--- config.mk ---
export PLATFORM = sky130hd
export DESIGN_NAME = ldd_word_feeder
export DESIGN_NICKNAME = d
export VERILOG_FILES = /design/src/rtl/ldd_word_feeder.sv
export SDC_FILE = /design/constraint.sdc
export NUM_CORES = 1
export LEC_CHECK = 0
export CORE_ASPECT_RATIO = 1.5
export CORE_MARGIN = 2
export CORE_UTILIZATION = 50
export CTS_CLUSTER_DIAMETER = 120
export DETAILED_ROUTE_END_ITERATION = 12
export PLACE_DENSITY = 0.79
export SLEW_MARGIN = 30
export SYNTH_ARGS = -nofsm -noshare
export SYNTH_HDL_FRONTEND = slang
export SYNTH_SLANG_ARGS = --single-unit
--- constraint.sdc ---
create_clock -name clk -period 4.9 [get_ports clk]
set_input_delay 0.49 -clock clk [delete_from_list [all_inputs] [get_ports clk]]
set_output_delay 0.49 -clock clk [all_outputs]
set_load 0.1 [all_outputs]
--- src/rtl/ldd_word_feeder.sv ---
// Buffers 9-bit ldd decoder input words in a small FIFO and presents them one at a time
// on a registered bus, holding each for SETTLE cycles before offering it to the consumer.
module ldd_word_feeder #(
  parameter int DEPTH  = 4,
  parameter int SETTLE = 2,
  parameter int CW     = 3
) (
  input  logic          clk,
  input  logic          rst_n,
  input  logic          flush,
  input  logic          in_valid,
  output logic          in_ready,
  input  logic [8:0]    in_data,
  output logic [8:0]    dec_word,
  output logic          dec_valid,
  input  logic          dec_ack,
  output logic [CW-1:0] fifo_count,
  output logic          busy
);

  localparam int PW = (DEPTH > 1) ? $clog2(DEPTH) : 1;
  localparam logic [3:0] SETTLE_LOAD = (SETTLE > 0) ? 4'(SETTLE - 1) : 4'd0;

  typedef enum logic [1:0] {
    S_IDLE   = 2'd0,
    S_SETTLE = 2'd1,
    S_OFFER  = 2'd2
  } state_t;

  state_t        state_reg, state_next;
  logic [3:0]    cnt_reg, cnt_next;
  logic [PW-1:0] wr_ptr_reg, rd_ptr_reg, rd_ptr_next;
  logic [CW-1:0] count_reg;
  logic [8:0]    word_reg;
  logic          valid_reg;
  logic          push, pop, load;
  logic [8:0]    mem [0:DEPTH-1];

  // Ready comes from the registered count only, so a full FIFO stalls even during a pop.
  assign in_ready    = (count_reg < CW'(DEPTH));
  assign push        = in_valid && in_ready;
  assign pop         = (state_reg == S_OFFER) && dec_ack;
  assign rd_ptr_next = pop ? (rd_ptr_reg + PW'(1)) : rd_ptr_reg;

  always_comb begin
    state_next = state_reg;
    cnt_next   = cnt_reg;
    load       = 1'b0;
    case (state_reg)
      S_IDLE: begin
        if (count_reg != '0) begin
          load     = 1'b1;
          cnt_next = SETTLE_LOAD;
          if (SETTLE == 0) state_next = S_OFFER;
          else             state_next = S_SETTLE;
        end
      end
      S_SETTLE: begin
        if (cnt_reg == 4'd0) state_next = S_OFFER;
        else                 cnt_next   = cnt_reg - 4'd1;
      end
      S_OFFER: begin
        if (dec_ack) begin
          // Another word behind the one being acked: reload without an idle bubble.
          if (count_reg > CW'(1)) begin
            load     = 1'b1;
            cnt_next = SETTLE_LOAD;
            if (SETTLE == 0) state_next = S_OFFER;
            else             state_next = S_SETTLE;
          end else begin
            state_next = S_IDLE;
          end
        end
      end
      default: state_next = S_IDLE;
    endcase
  end

  always_ff @(posedge clk) begin
    if (!rst_n || flush) begin
      state_reg  <= S_IDLE;
      cnt_reg    <= 4'd0;
      wr_ptr_reg <= '0;
      rd_ptr_reg <= '0;
      count_reg  <= '0;
      word_reg   <= 9'd0;
      valid_reg  <= 1'b0;
    end else begin
      state_reg <= state_next;
      cnt_reg   <= cnt_next;
      valid_reg <= (state_next == S_OFFER);
      if (push) wr_ptr_reg <= wr_ptr_reg + PW'(1);
      rd_ptr_reg <= rd_ptr_next;
      if (load) word_reg <= mem[rd_ptr_next];
      case ({push, pop})
        2'b10:   count_reg <= count_reg + CW'(1);
        2'b01:   count_reg <= count_reg - CW'(1);
        default: count_reg <= count_reg;
      endcase
    end
  end

  // Storage is not reset; cleared pointers make stale contents unreachable.
  always_ff @(posedge clk) begin
    if (push) mem[wr_ptr_reg] <= in_data;
  end

  assign dec_word   = word_reg;
  assign dec_valid  = valid_reg;
  assign fifo_count = count_reg;
  assign busy       = (state_reg != S_IDLE) || (count_reg != '0);

endmodule
======== Word level (Yosys, flattened, before mapping) ========
Memory sizes are Yosys's and may differ from the RTL's. A register that Yosys moved wholly into a read port is not among the register bits.
Cells that the tools add are included.
storage, ports and cells
  bits in registers ....................... 14
  bits in latches ......................... 0
  bits in writable memories ............... 36
  ROM bits ................................ 0
  output and inout port bits .............. 15
  word-level logic and storage cells ...... 53
  memories kept ........................... 1
memory list
  memory  depth  width  rd ports  clocked after memory_dff  wr ports  line  source
  mem     4      9      1         1                         1         37    logic [8:0] mem [0:DEPTH-1];
operators by class
  $add $sub $neg .......................... 5
  multiply operators ...................... 0
  div/mod/pow operators ................... 0
  $lt $le $gt $ge ......................... 2
  equal/unequal tests ..................... 9
  shifts and indexed selects .............. 0
  muxes and demuxes ....................... 18
  bitwise gates (word level) .............. 0
  reduce and logical (&&, ||, !) cells .... 12
operator list
  cell                                                                              count
  4-bit two-way mux                                                                 4
  4-bit case mux with 3 select lines                                                1
  2-bit two-way mux                                                                 4
  2-bit equality test (second input constant)                                       3
  1-bit two-way mux                                                                 6
  2-bit != test (second input constant)                                             3
  2-bit case mux with 3 select lines                                                1
  3-bit case mux with 2 select lines                                                1
  3-bit nonzero test                                                                2
  5-bit AND reduction                                                               1
  2-bit by 1-bit adder with 2-bit output (second input constant)                    2
  2-bit by 1-bit equality test with 1-bit output (second input constant)            2
  4-bit logical NOT                                                                 1
  2-bit nonzero test                                                                2
  4-bit by 1-bit subtractor with 4-bit output (second input constant)               1
  3-bit by 1-bit adder with 3-bit output (second input constant)                    1
  3-bit by 1-bit greater-than comparator with 1-bit output (second input constant)  1
  3-bit less-than comparator (second input constant)                                1
  3-bit by 1-bit subtractor with 3-bit output (second input constant)               1
  1-bit logical AND                                                                 2
  2-bit logical NOT                                                                 1
  1-bit logical OR                                                                  2
  2-bit by 1-bit != test with 1-bit output (second input constant)                  1
  1-bit case mux with 2 select lines                                                1
  1-bit logical NOT                                                                 1

======== Logic depth before layout (Yosys ltp) ========
  depth after elaboration ................. 5
  mapped depth ............................ 8
  depth with buffers taken out ............ 6

======== Least setup slack after synthesis ========
Ideal clock, no wire load.
  kind .................................... register -> output
  from .................................... register count_reg[1] (netlist: fifo_count[1])
  to ...................................... output busy
  arrival time ............................ 2.283 ns
  required time ........................... 4.410 ns
  path slack .............................. 2.127 ns
  cell stages (with the launch flop) ...... 5
  path through ............................ dfxtp_1 > inv_1 > ha_1 > nor3b_2 > nand2_1
between the ends
  longest elaborated chain between the ends .. 2
RTL lines
  item                    line  source
  start, declared         33    logic [CW-1:0] count_reg;
  start signal, assigned  96    2'b10: count_reg <= count_reg + CW'(1);
  start signal, assigned  97    2'b01: count_reg <= count_reg - CW'(1);
  start signal, assigned  98    default: count_reg <= count_reg;
  3-bit nonzero test      111   assign busy = (state_reg != S_IDLE) || (count_reg != '0);
  1-bit logical OR        111
  end, declared           18    output logic busy
Every way passes these cells.

======== Worst setup path after layout ========
  from .................................... register count_reg[0] (netlist: fifo_count[0])
  to ...................................... output busy
Same word-level chain as after synthesis.

==> parameters.txt <==
Parameter                              Value

Critical path
  Worst reg-to-reg path cell count ... 5
  Capturing element type of the critical path ... output pin
  Data required, critical path ... 4.41 ns
  Crit path DAT ... 2.44 ns
  Largest stage delay on the critical path ... 1.12 ns
  Maximum net fanout on the critical path ... 6
  Cell with the largest stage delay on the worst path ... sky130_fd_sc_hd__clkdlybuf4s50_1
  Kind of start point of the critical path ... flop
  Sequence of cells on the critical path ... inv_1, ha_1, nor3b_2, nand2_1, clkdlybuf4s50_1
  Path type of the worst setup path ... reg -> out

Synth
  Distinct cells, synth ... 49
  Portion of the post-synthesis area used by sequential elements ... 52.9%
  Yosys Warn Count ... 0
  Flip-flop and latch count after synthesis ... 59
  Largest cells by area after synthesis ... sky130_fd_sc_hd__edfxtp_1 (37%), sky130_fd_sc_hd__dfxtp_1 (16%), sky130_fd_sc_hd__ha_1 (4.7%), sky130_fd_sc_hd__mux2_2 (3.5%), sky130_fd_sc_hd__nor3b_1 (2.8%)
  Syn avg cell area ... 11.6 um^2
  Area share of the largest cell type after synthesis ... 37.1%
  Share of synthesized registers carrying an async set or reset ... 0%
  Most numerous cell in the Yosys netlist ... sky130_fd_sc_hd__edfxtp_1
  Post-synth top area cell ... sky130_fd_sc_hd__edfxtp_1
  Area of the mapped netlist ... 2910 um^2
  Post-synthesis net count ... 276
  Number of synthesized flops with an enable pin ... 36
  Leading cell types by count after synthesis ... sky130_fd_sc_hd__edfxtp_1 (36), sky130_fd_sc_hd__dfxtp_1 (23), sky130_fd_sc_hd__o21ai_1 (16)
  Dominant synthesized flop cell ... sky130_fd_sc_hd__edfxtp_1
  Synthesized instance count ... 251

Floorplan
  Initial Util ... 51.1%
  Chip width ... 66.3 um
  Height of the die ... 97.5 um
  Placeable core region ... 5700 um^2
  Count of pins on the block boundary ... 29
  Core Rows ... 34
  Full die area ... 6470 um^2

STA
  Worst relative slew slack ... 34.0%
  Worst setup skew after layout ... 0.00619 ns
  RSZ-0062 raised after global routing ... no
  Count of pins over their slew limit ... 0
  Least-Margin Pin Slew ... 0.987 ns
  Setup ws final ... 1.97 ns
  Count of endpoints failing setup in the final report ... 0
  Final hold violation count ... 0
  Maximum clock frequency ... 0.341 GHz
  Shortest period the worst path allows ... 2.93 ns
  Final Cycle Share ... 59.9%
  Setup TNS ... 0 ns

Layout
  Relative area change from synthesis to final layout ... 16.5%
  Ant diodes ... 0
  Nets ... 297
  Fillers ... 473
  Seq. cell area ... 1540 um^2
  Area occupied by multi-input gates ... 1230 um^2
  Number of flip-flops in the largest register ... 36
  Layout cells sized above 1 ... 13.4%
  Cell area after layout ... 3400 um^2

Clock network
  Post-cts sizing count ... 0
  Buffers from clock root to sink, at most ... 2
  Clock root cell ... sky130_fd_sc_hd__clkbuf_8
  Setup bufs post-CTS ... 0
  Number of clock sinks seen by CTS ... 59
  Level count of the clock H-tree ... 3
  Total CTS buffers ... 9
  Worst-path clk slew ... 0.07 ns
  Clock latency of the later-clocked register in the worst-skew pair ... 0.33 ns
  Hold buffers post-CTS ... 0
  TritonCTS clock tree ... built

GRT
  Overall routing resource usage ... 18.1%
  Residual overflow from global routing ... 0
  Number of global-route vias before repair ... 1931
  Largest net degree at the start of global routing ... 39
  Wire length of the first global-routing pass ... 8860 um
  Number of antenna violations at the first check in global routing ... 0

Place
  Global placement routability congestion ... 0.749
  Standard cell area after detailed placement ... 3180 um^2
  Half-perimeter wire length of the detailed placement result ... 3690 um
  Number of input and output port buffers inserted ... 28
  Setup slack after placement ... 2.19 ns

Drt
  Total Routed Length ... 5430 um
  Antenna Violating Nets Remaining ... 0
  Total number of vias ... 1975
  Post-detailed-route DRC marker count ... 0
  Drt via density ... 5.66
  First drt pass iteration count ... 5
  Wire per inst ... 15.5 um
  Number of design-rule violations left by the first detailed-router iteration ... 107

Power and ir drop
  Clock group share of total power ... 40.6%
  Switching part of the total ... 24.2%
  Maximum vdd drop ... 147 uV
  P_sw ... 0.278 mW
  Cell internal power dissipation ... 0.872 mW
  Sequential cell fraction of total power ... 47.9%
  Leakage component of the power ... 1.24 nW
  Pwr per Cell Area ... 339 nW/um^2
  Combinational share of power ... 11.5%

Flow run
  Number of maximum-capacitance constraint violations ... 0

Min path
  Worst hold path cell count ... 2
  Hold Path Class ... reg -> reg

Run status
  Outcome ... completed
==> area by class of cell <==
| class | instances | area share, % |
|---|---|---|
| well taps | 72 | 2.65 |
| clock inverters | 5 | 2.28 |
| multi-input cells | 164 | 36.4 |
| clock buffers | 11 | 3.87 |
| inverters | 10 | 1.11 |
| flip-flops and latches | 59 | 45.5 |
| repair buffers | 28 | 8.25 |
==> cells in the final DEF, fill, tap and decap left out, types with 2 or more instances in the layout <==
master	netlist	final
sky130_fd_sc_hd__or3_1	3	3
sky130_fd_sc_hd__nand3_1	5	5
sky130_fd_sc_hd__and3_1	9	9
sky130_fd_sc_hd__clkdlybuf4s50_1	0	28
sky130_fd_sc_hd__inv_1	9	9
sky130_fd_sc_hd__dfxtp_1	23	21
sky130_fd_sc_hd__clkinv_2	0	2
sky130_fd_sc_hd__a21oi_1	14	14
sky130_fd_sc_hd__nor3b_1	11	11
sky130_fd_sc_hd__o21ai_0	3	3
sky130_fd_sc_hd__mux2i_1	3	3
sky130_fd_sc_hd__and2_1	4	4
sky130_fd_sc_hd__nor2_1	11	11
sky130_fd_sc_hd__nor3_1	2	2
sky130_fd_sc_hd__nand2_1	2	2
sky130_fd_sc_hd__a22oi_1	9	9
sky130_fd_sc_hd__nand2b_2	2	2
sky130_fd_sc_hd__o21ai_1	16	16
sky130_fd_sc_hd__a22o_1	9	9
sky130_fd_sc_hd__a31oi_1	8	8
sky130_fd_sc_hd__bufinv_16	0	2
sky130_fd_sc_hd__mux2_2	9	9
sky130_fd_sc_hd__clkbuf_8	0	9
sky130_fd_sc_hd__dfxtp_2	0	2
sky130_fd_sc_hd__edfxtp_1	36	36
sky130_fd_sc_hd__clkbuf_1	9	2
sky130_fd_sc_hd__xor2_1	3	3
sky130_fd_sc_hd__ha_1	11	11
sky130_fd_sc_hd__xnor2_1	2	2
sky130_fd_sc_hd__nand3b_1	9	9
==> stage by stage <==
step,util (%),hold WS (ns),instances,total power [mW]
final,59.6,0.502,349,1.15
after detailed placement,55.9,0.491,333,0.693
after global placement,55.9,0.480,333,0.690
after CTS,59.5,0.500,349,1.15
after global routing,59.6,0.524,349,1.19
after floorplan,-,0.458,251,0.659
==> routing by layer <==
layer	wire length [um]	share of wire, %	GRT usage [%]	up-vias
li1	-	-	-	981
met1	2240	41	21.2	934
met2	2880	53	29.8	51
met3	209	3.9	4.87	9
met4	94	1.7	8.63	0
met5	0	0	0	-
==> path summary, 6_finish.rpt <==
path,from,to,slack [ns]
worst max-delay path,fifo_count[0],busy,1.97
worst min-delay path,cnt_reg[3],cnt_reg[3],0.50
worst max register to register,state_reg[1],fifo_count[2],2.66
worst min register to register,cnt_reg[3],cnt_reg[3],0.50
==> critical path, delay by kind of cell, from the launching register on <==
kind                       cells  cell delay [ns]
buffers and inverters          2             1.21
DFF                            1             0.44
and+or+nand+nor                2             0.25
adders and majority gates      1             0.21
==> kinds of logic after synthesis <==
family          count (synthesis)  synth area share (%)
simple gates                   68                  15.6
fa+ha+maj                      11                  4.72
flops                          59                  52.9
buf+inv                        28                  4.72
compound gates                 68                  16.0
xor+xnor                        5                  1.50
mux                            12                  4.51
==> power groups by stage <==
stage	combinational (mW)	clock [mW]	sequential, mW
6_report	0.132	0.467	0.551
5_1_grt	0.142	0.494	0.553
4_1_cts	0.133	0.471	0.551
3_5_place_dp	0.131	0	0.562
3_3_place_gp	0.129	0	0.561
2_1_floorplan	0.0675	0	0.591
Power figures use the tool's default switching activity.
